File: config.mk
export PLATFORM = sky130hd
export DESIGN_NAME = irq_priority_encoder_74148
export DESIGN_NICKNAME = d
export VERILOG_FILES = /design/src/rtl/irq_priority_encoder_74148.sv
export SDC_FILE = /design/constraint.sdc
export NUM_CORES = 1
export LEC_CHECK = 0
export CAP_MARGIN = 20
export CORE_MARGIN = 10
export CORE_UTILIZATION = 33
export DETAILED_ROUTE_END_ITERATION = 6
export HOLD_SLACK_MARGIN = 0.05
export PLACE_DENSITY = 0.59
export SLEW_MARGIN = 5
export SYNTH_ARGS = -nofsm -noshare
export SYNTH_HDL_FRONTEND = slang
export SYNTH_SLANG_ARGS = --single-unit
File: constraint.sdc
create_clock -name C -period 1.3 [get_ports C]
set_input_delay 0.195 -clock C [delete_from_list [all_inputs] [get_ports C]]
set_output_delay 0.195 -clock C [all_outputs]
set_load 0.1 [all_outputs]
File: src/rtl/irq_priority_encoder_74148.sv
// 8-line interrupt priority encoder ('148 style) with per-line request latching.
// Optional preemption of the presented vector: IRQ_PRIORITY_ENCODER_PREEMPT_EN.
module irq_priority_encoder_74148 #(
    parameter int N = 8,
    parameter int W = 3
) (
    input  logic         C,
    input  logic         nR,
    input  logic [N-1:0] i_n,
    input  logic         ei_n,
    input  logic         ack_n,
    output logic [W-1:0] a_n,
    output logic         gs_n,
    output logic         eo_n
);

    typedef enum logic [1:0] {
        IDLE,
        PRESENT,
        HOLDOFF
    } state_t;

    state_t       state;
    state_t       state_d;
    logic [N-1:0] s1;
    logic [N-1:0] s2;
    logic [N-1:0] s3;
    logic [N-1:0] fall;
    logic [N-1:0] pending;
    logic [N-1:0] pending_d;
    logic [N-1:0] clr;
    logic [W-1:0] vec;
    logic [W-1:0] vec_d;
    logic [W-1:0] top;
    logic         any;

    function automatic logic [W-1:0] highest(input logic [N-1:0] p);
        logic [W-1:0] r;
        r = '0;
        for (int k = 0; k < N; k++) begin
            if (p[k]) begin
                r = W'(k);
            end
        end
        return r;
    endfunction

    always_comb begin
        fall    = ~s2 & s3;
        top     = highest(pending);
        any     = |pending;
        state_d = state;
        vec_d   = vec;
        clr     = '0;
        unique case (state)
            IDLE: begin
                if (!ei_n && any) begin
                    vec_d   = top;
                    state_d = PRESENT;
                end
            end
            PRESENT: begin
                if (!ack_n) begin
                    clr     = {{(N-1){1'b0}}, 1'b1} << vec;
                    state_d = HOLDOFF;
                end else if (ei_n) begin
                    state_d = IDLE;
`ifdef IRQ_PRIORITY_ENCODER_PREEMPT_EN
                end else if (any && (top > vec)) begin
                    vec_d = top;
`endif
                end
            end
            HOLDOFF: begin
                state_d = IDLE;
            end
            default: begin
                state_d = IDLE;
            end
        endcase
        // a new edge on the bit being acknowledged keeps it pending
        pending_d = (pending & ~clr) | fall;
    end

    always_ff @(posedge C or negedge nR) begin
        if (!nR) begin
            s1      <= '1;
            s2      <= '1;
            s3      <= '1;
            pending <= '0;
            state   <= IDLE;
            vec     <= '0;
            a_n     <= '1;
            gs_n    <= 1'b1;
        end else begin
            s1      <= i_n;
            s2      <= s1;
            s3      <= s2;
            pending <= pending_d;
            state   <= state_d;
            vec     <= vec_d;
            gs_n    <= (state_d != PRESENT);
            a_n     <= (state_d == PRESENT) ? ~vec_d : '1;
        end
    end

    assign eo_n = ~(~ei_n & ~any & (state == IDLE));

endmodule

; ---- Yosys cells after proc, flatten, opt, wreduce, memory -nomap -nowiden
; Cells that the tools add are included.
[word_totals]
n_memories = 0
register_bits = 41
wordCells = 43
rom_bits = 0
mem_bits_rw = 0
latch_bits = 0
[classes]
addsub = 0
eq_ne = 3
shift = 1
bitwise = 11
mux = 16
n_div = 0
reduce_logical = 4
n_lt_le_gt_ge = 0
multipliers = 0
[op_table]
columns = cell, count
row1 = $mux W3, 8
row2 = $and A8 B8 Y8, 2
row3 = $mux W8, 2
row4 = $not A8 Y8, 2
row5 = $mux W2, 4
row6 = $or A8 B8 Y8, 1
row7 = $reduce_or A8 Y1, 1
row8 = $shl A1 B3 Y8 const A, 1
row9 = $eq A2 B1 Y1 const B, 2
row10 = $pmux W2 S2, 1
row11 = $not A1 Y1, 3
row12 = $not A3 Y3, 1
row13 = $and A1 B1 Y1, 2
row14 = $logic_not A2 Y1, 1
row15 = $ne A2 B1 Y1 const B, 1
row16 = $logic_and A1 B1 Y1, 1
row17 = $logic_not A1 Y1, 1
row18 = $mux W1, 1

; ---- Depth between registers and ports, before layout
; Gate-level depths: netlist of run 1.
[logic_depth]
ltp_word = 11
depth_mapped = 4

; ---- Least setup slack after synthesis of run 1
; Ideal clock, no wire load.
[synth_path]
kind = flip-flop to output port
start = register pending[5]
end = output port eo_n
t_arrival_ns = 1.404
n_path_buf = 0
stages_incl_launch_ff = 4
required_ns = 1.105
path_slack_ns = -0.299
cell_sequence = dfrtp_1 > nor4_4 > nand2_1 > or2_1
[synth_between]
elab_chain_len = 5
[synth_lines]
columns = element, line
row1 = start: declaration, 29  ; logic [N-1:0] pending;
row2 = start signal: assignment, 99  ; pending <= pending_d;
row3 = $reduce_or A8 Y1, 51  ; any = |pending;
row4 = $not A1 Y1, 107  ; assign eo_n = ~(~ei_n & ~any & (state == IDLE));
row5 = $and A1 B1 Y1 (2 in a row), 107
row6 = $not A1 Y1, 107
row7 = end: declaration, 14  ; output logic eo_n
; Every way passes these cells.

; ---- Worst setup path after layout of run 1
; Same ends and word-level chain as after synthesis.

==> metrics.yaml, run 1 <==
outcome: "finished with violations"
failed_checks: "setup timing"
place.port_buffers: 16
max_slew_margin_pct: 78.7
wl_per_cell_um: 12.2
worst_slew_pin_slew_ns: 0.315
num_antenna_cells: 0
power_leakage_nw: 0.832
cts.reportedPaths.clkPinSlew_ns: 0.07
setup.worst_path.end_class: "output pin"
power_per_cell_area_nw_per_um2: 1400
postSynthAreaPerCell_um2: 14.6
delay_of_the_slowest_critical_path_stage_ns: 0.42
numClockSinks: 41
syn_area_um2: 1400
maximum_number_of_pins_on_one_net_before_global_route_repair: 42
dieArea_um2: 7260
floorplan.rows: 23
cts.root.buffer_cell: "sky130_fd_sc_hd__clkbuf_8"
postSynthCellCount: 96
timing.final.max_slew_violations: 0
drt-initial-drc-count: 51
timing_worst_setup_path_type: "flop to output pin"
post-route-worst-setup-slack_ns: -0.483
drt-total-wl_mm: 2.28
number_of_maximum_capacitance_violations: 0
finalWeightedCongestion: 0.735
timing.final.hold_violations: 0
final.fill_count: 358
ys_seq_area_share_pct: 75.6
cp.arrival_ns: 1.59
first_global_vias: 957
first_pass_iters: 3
syn_nets: 108
fin_crit_ns: 1.78
worstSkewPairLatency_ns: 0.29
synth_warnings: 0
first_pass_grt_wire_length_mm: 4.04
grt_setup_unrepaired: "true"
clockBufferDepth: 2
tritoncts.num_buffers: 5
worst_clock_skew_ns: 0.00482
tritoncts_clock_tree: "yes"
die_x_um: 85.2
maximum_clock_frequency_mhz: 561
total_of_flip_flops_plus_latches_after_synthesis: 41
final_design_utilization_pct: 48.4
design.core.area_um2: 4060
worstPathRequired_ns: 1.11
syn2layout_area_growth_pct: 39.8
route.antenna.remaining_nets: 0
critical_path.max_fanout: 3
yosys.cell_types.count: 23
vdd_drop_max_mv: 0.971
critPathLaunchType: "flop"
initial_core_util_pct: 34.6
clock_tree.htree_level_count: 2
post_drt_via_cell_ratio: 4.39
setup_viol: 10
grt_util_all_layers_pct: 6.98
slowest_stage: "sky130_fd_sc_hd__dfrtp_1"
grt.overflow.total: 0
hp-class: "primary input to flop"
hpwlAfterDp_mm: 1.57
layout.nets: 148
routed-via-count: 821
grt_antenna_before_repair: 0
drc: 0
crit_chain: "nor4_4 > nand2_1 > or2_4 > buf_12"
die_h_um: 85.2
final_clock_period_utilization_by_the_worst_path_pct: 137
boundaryPins: 17
fin_total_pwr_mw: 2.74
post_route_cells_drive_above_1_share_pct: 54.0
[cell usage after synthesis]
library cell / instances / area, um2
sky130_fd_sc_hd__or2b_1: 1 / 7.51
sky130_fd_sc_hd__o311ai_1: 1 / 8.76
sky130_fd_sc_hd__nor2_1: 3 / 11.3
sky130_fd_sc_hd__or3_4: 1 / 11.3
sky130_fd_sc_hd__a21oi_1: 2 / 10.0
sky130_fd_sc_hd__inv_2: 1 / 3.75
sky130_fd_sc_hd__mux2_4: 1 / 15.0
sky130_fd_sc_hd__nor3b_2: 1 / 12.5
sky130_fd_sc_hd__dfrtp_1: 13 / 325
sky130_fd_sc_hd__inv_1: 10 / 37.5
sky130_fd_sc_hd__o211ai_1: 1 / 7.51
sky130_fd_sc_hd__a21oi_2: 1 / 8.76
sky130_fd_sc_hd__o211a_1: 1 / 10.0
sky130_fd_sc_hd__o21a_1: 1 / 7.51
sky130_fd_sc_hd__nand2_2: 1 / 6.26
sky130_fd_sc_hd__nand2b_1: 3 / 18.8
sky130_fd_sc_hd__o31ai_1: 3 / 22.5
sky130_fd_sc_hd__or2_1: 1 / 6.26
sky130_fd_sc_hd__o21ai_0: 15 / 75.1
sky130_fd_sc_hd__nand2_1: 4 / 15.0
sky130_fd_sc_hd__o21ai_1: 1 / 5.00
sky130_fd_sc_hd__nor4_4: 2 / 42.5
sky130_fd_sc_hd__dfstp_2: 28 / 736
[registers in the layout, indices dropped and copies added (netlist names)]
name,flops
a_n,3
vec,3
state,2
gs_n,1
pending,8
s3,8
s2,8
s1,8
[worst max-delay path: cells and delay by family (launching register included)]
kind          cells  cell delay [ns]
flops             1             0.42
simple gates      3             0.70
buf+inv           1             0.16
[per-layer routing]
layer / global-route usage [%] / up-vias / wire, um
met3: 2.77 / 8 / 128
met2: 11.1 / 22 / 1080
met5: 0 / - / 0
met4: 5.39 / 0 / 75
li1: - / 398 / -
met1: 7.20 / 393 / 1010
[where the power goes]
part           leakage (nW)  switching (mW)  internal, mW  total, mW
Sequential            0.422          0.0668          1.40       1.47
Clock                0.0542           0.405         0.479      0.884
Combinational         0.355           0.218         0.174      0.392
Total                 0.832           0.690          2.05       2.74
[through the flow]
stage / cell area (um2) / hold slack [ns] / setup WS (ns) / std cells / TNS (ns)
2_1_floorplan: 1410 / -0.101 / -0.0771 / 96 / -0.222
3_3_place_gp: 1780 / 0.177 / -0.357 / 174 / -2.96
3_5_place_dp: 1780 / 0.177 / -0.395 / 174 / -3.68
4_1_cts: 1930 / 0.292 / -0.511 / 185 / -1.33
5_1_grt: 1960 / 0.284 / -0.564 / 187 / -2.68
6_report: 1960 / 0.305 / -0.483 / 187 / -1.82
[worst paths after layout]
check	from	to	slack [ns]	cells past startpoint
worst max-delay path	pending[5]$_DFF_PN0_	eo_n	-0.48	4
worst min-delay path	i_n[4]	s1[4]$_DFF_PN1_	0.30	1
worst max register to register	pending[5]$_DFF_PN0_	a_n[0]$_DFF_PN1_	-0.26	6
worst min register to register	s1[4]$_DFF_PN1_	s2[4]$_DFF_PN1_	0.36	0
max in group asynchronous	nR	s1[4]$_DFF_PN1_	0.63	3
min in group asynchronous	nR	state[1]$_DFF_PN0_	0.41	3
[cell type report]
class                           instances  area, um2  area share (%)
Clock inverter                          1       5.00           0.255
Timing Repair Buffer                   33        355            18.1
Inverter                               11       41.3            2.10
Sequential cell                        41       1060            54.1
Clock buffer                            7       96.3            4.91
Multi-Input combinational cell         44        340            17.3
Tap cell                               50       62.6            3.19
[cells in the final DEF (no fill, tap or decap), types with 2 or more instances in the layout]
cell / synthesis / routed
sky130_fd_sc_hd__dfstp_2: 28 / 28
sky130_fd_sc_hd__dfrtp_1: 13 / 13
sky130_fd_sc_hd__buf_4: 0 / 13
sky130_fd_sc_hd__o21ai_1: 1 / 11
sky130_fd_sc_hd__inv_1: 10 / 10
sky130_fd_sc_hd__clkdlybuf4s50_1: 0 / 10
sky130_fd_sc_hd__clkbuf_8: 0 / 7
sky130_fd_sc_hd__buf_12: 0 / 6
sky130_fd_sc_hd__nor2_1: 3 / 3
sky130_fd_sc_hd__nand2_2: 1 / 3
sky130_fd_sc_hd__nand2b_1: 3 / 3
sky130_fd_sc_hd__o21ai_0: 15 / 3
sky130_fd_sc_hd__nor4_4: 2 / 2
sky130_fd_sc_hd__nand2_1: 4 / 2
sky130_fd_sc_hd__a21oi_1: 2 / 2
sky130_fd_sc_hd__o21ai_2: 0 / 2
sky130_fd_sc_hd__o31ai_2: 0 / 2
sky130_fd_sc_hd__buf_6: 0 / 2
[logic make-up after synthesis]
kind of cell | count (synthesis) | synth area share (%)
DFF | 41 | 75.6
AOI/OAI and AO/OA | 26 | 11.1
and+or+nand+nor | 17 | 9.36
buffers and inverters | 11 | 2.94
muxes | 1 | 1.07
[what timing repair did]
item                                   CTS  global route
setup endpoints to repair               16            16
resized for setup                        8            14
buffers inserted                         2             2
endpoints found under the hold margin   13             0
gates cloned                             0             0
hold buffers                             1             0
pin swaps                                3             4
(Power assumes the default switching activity.)
==> inputs of run 2 (changes only) <==
SETUP_SLACK_MARGIN = 0.2   (was not set)
==> run 2 against run 1 <==
Net effect: the flow still finishes with violations (setup timing); flip-flop and latch count is the same; worst hold slack worse by 0.00085 ns; register-to-register slack better by 0.02 ns; via count increased by 2.4%; die area stayed put; critical path depth is the same; clock-buffer cell count is 1 lower; sequential power hardly changed; core utilization up 0.15 points; final cell count fell by 0.53%; final area grew 0.32%; sequential share of layout area down 0.17 points; critical endpoint unchanged.
==> metrics.yaml, run 2 (same netlist as run 1, synthesis figures left out) <==
min-delay-start: "i_n[7]"
finalWeightedCongestion: 0.766
ff2ff_path_depth: 6
critPathLaunchType: "flop"
maximum_clock_frequency_mhz: 561
max_slew_margin_pct: 77.8
hold-worst-slack_ns: 0.304
preCtsSetupSlack_ns: -0.376
worstSkewPairLatency_ns: 0.29
design.core.area_um2: 4060
cts.root.buffer_cell: "sky130_fd_sc_hd__clkbuf_8"
power_per_cell_area_nw_per_um2: 1440
clock_tree.htree_level_count: 2
timing.final.hold_violations: 0
grt_antenna_before_repair: 0
fin_total_pwr_mw: 2.84
timing.final.max_slew_violations: 0
initial_core_util_pct: 34.6
tritoncts_clock_tree: "yes"
delay_of_the_slowest_critical_path_stage_ns: 0.41
post-route-worst-setup-slack_ns: -0.484
outcome: "finished with violations"
place.port_buffers: 16
post_route_cells_drive_above_1_share_pct: 53.7
worst_clock_skew_ns: 0.00635
clockBufferDepth: 2
grt_util_all_layers_pct: 7.09
wl_per_cell_um: 12.1
fin_setup_tns_ns: -1.75
seqCellArea_um2: 1060
first_global_vias: 951
layout.nets: 147
num_antenna_cells: 0
cts.reportedPaths.clkPinSlew_ns: 0.07
most-common-layout-cells: "sky130_fd_sc_hd__dfstp_2, sky130_fd_sc_hd__dfrtp_1, sky130_fd_sc_hd__buf_4"
worst_hold_path.endpoint: "s1[7]$_DFF_PN1_"
grt.overflow.total: 0
post_drt_via_cell_ratio: 4.52
setup.worst_path.end_class: "output pin"
syn2layout_area_growth_pct: 40.2
boundaryPins: 17
drt-total-wl_mm: 2.25
die_x_um: 85.2
fin_crit_ns: 1.78
dieArea_um2: 7260
route.antenna.remaining_nets: 0
critical_path.max_fanout: 3
first_pass_iters: 4
failed_checks: "setup timing"
maximum_number_of_pins_on_one_net_before_global_route_repair: 42
timing.rr.end: "a_n[0]$_DFF_PN1_"
first_pass_grt_wire_length_mm: 4.13
numClockSinks: 41
final.fill_count: 341
worstPathRequired_ns: 1.11
final_clock_period_utilization_by_the_worst_path_pct: 137
whs_path_depth: 1
worst_slew_pin_slew_ns: 0.328
routed-via-count: 841
rrSetupSlack_ns: -0.24
drt-initial-drc-count: 51
hpwlAfterDp_mm: 1.63
layout.cells.most_common: "sky130_fd_sc_hd__dfstp_2"
multi_input_comb_area_um2: 344
power_leakage_nw: 0.829
drc: 0
die_h_um: 85.2
cp.arrival_ns: 1.59
tritoncts.num_buffers: 5
setup_viol: 9
slowest_stage: "sky130_fd_sc_hd__dfrtp_1"
final_design_utilization_pct: 48.5
vdd_drop_max_mv: 0.913
hp-class: "primary input to flop"
grt_setup_unrepaired: "true"
floorplan.rows: 23
number_of_maximum_capacitance_violations: 0
timing_worst_setup_path_type: "flop to output pin"
crit_chain: "nor4_4 > nand2_1 > or2_4 > buf_12"
critical_path.reg2reg.startpoint: "pending[7]$_DFF_PN0_"
-- run 2: worst max-delay path by stage --
stage	slack, ns	start	cells after the start	end
5_1_grt	-0.58	pending[7]$_DFF_PN0_	4	eo_n
6_report	-0.48	pending[7]$_DFF_PN0_	4	eo_n
3_5_place_dp	-0.38	ei_n	5	a_n[1]$_DFF_PN1_
3_3_place_gp	-0.36	ei_n	4	vec[1]$_DFF_PN0_
4_1_cts	-0.52	pending[5]$_DFF_PN0_	4	eo_n
2_1_floorplan	-0.08	state[0]$_DFF_PN0_	3	vec[1]$_DFF_PN0_
-- run 2: per-stage QoR --
step,area (um2),std cells
after floorplan,1410,96
after global placement,1780,174
after detailed placement,1780,174
after CTS,1930,184
after global routing,1970,186
final,1970,186
-- run 2: metal layers --
metal / wire [um] / part of all wire (%) / GRT usage (%) / vias up
met1: 908 / 40 / 7.26 / 414
met5: 0 / 0 / 0 / -
met3: 154 / 6.8 / 3.06 / 8
met2: 1120 / 50 / 11.4 / 21
li1: - / - / - / 398
met4: 65 / 2.9 / 4.94 / 0
-- run 2: worst max-delay path, delay by kind of cell (launching register included) --
kind / cells / cell delay, ns
buf+inv: 1 / 0.16
flops: 1 / 0.41
simple gates: 3 / 0.73
-- run 2: final cells by class --
type	count	share of cell area (%)
Clock buffer	6	3.69
Clock inverter	2	1.97
Inverter	11	2.10
Multi-Input combinational cell	44	17.5
Sequential cell	41	53.9
Tap cell	50	3.18
Timing Repair Buffer	32	17.7
-- run 2: repair_timing --
action | 4_1_cts | 5_1_grt
setup buffers | 1 | 2
hold buffers | 1 | 0
hold endpoints to repair | 13 | 0
pin swaps | 8 | 4
setup endpoints to repair | 21 | 21
resized for setup | 19 | 5
-- run 2: where the power goes --
part | total (mW) | internal (mW) | switching (mW)
sequential | 1.47 | 1.40 | 0.0675
clock | 0.977 | 0.575 | 0.401
combinational | 0.394 | 0.174 | 0.220
total | 2.84 | 2.15 | 0.689
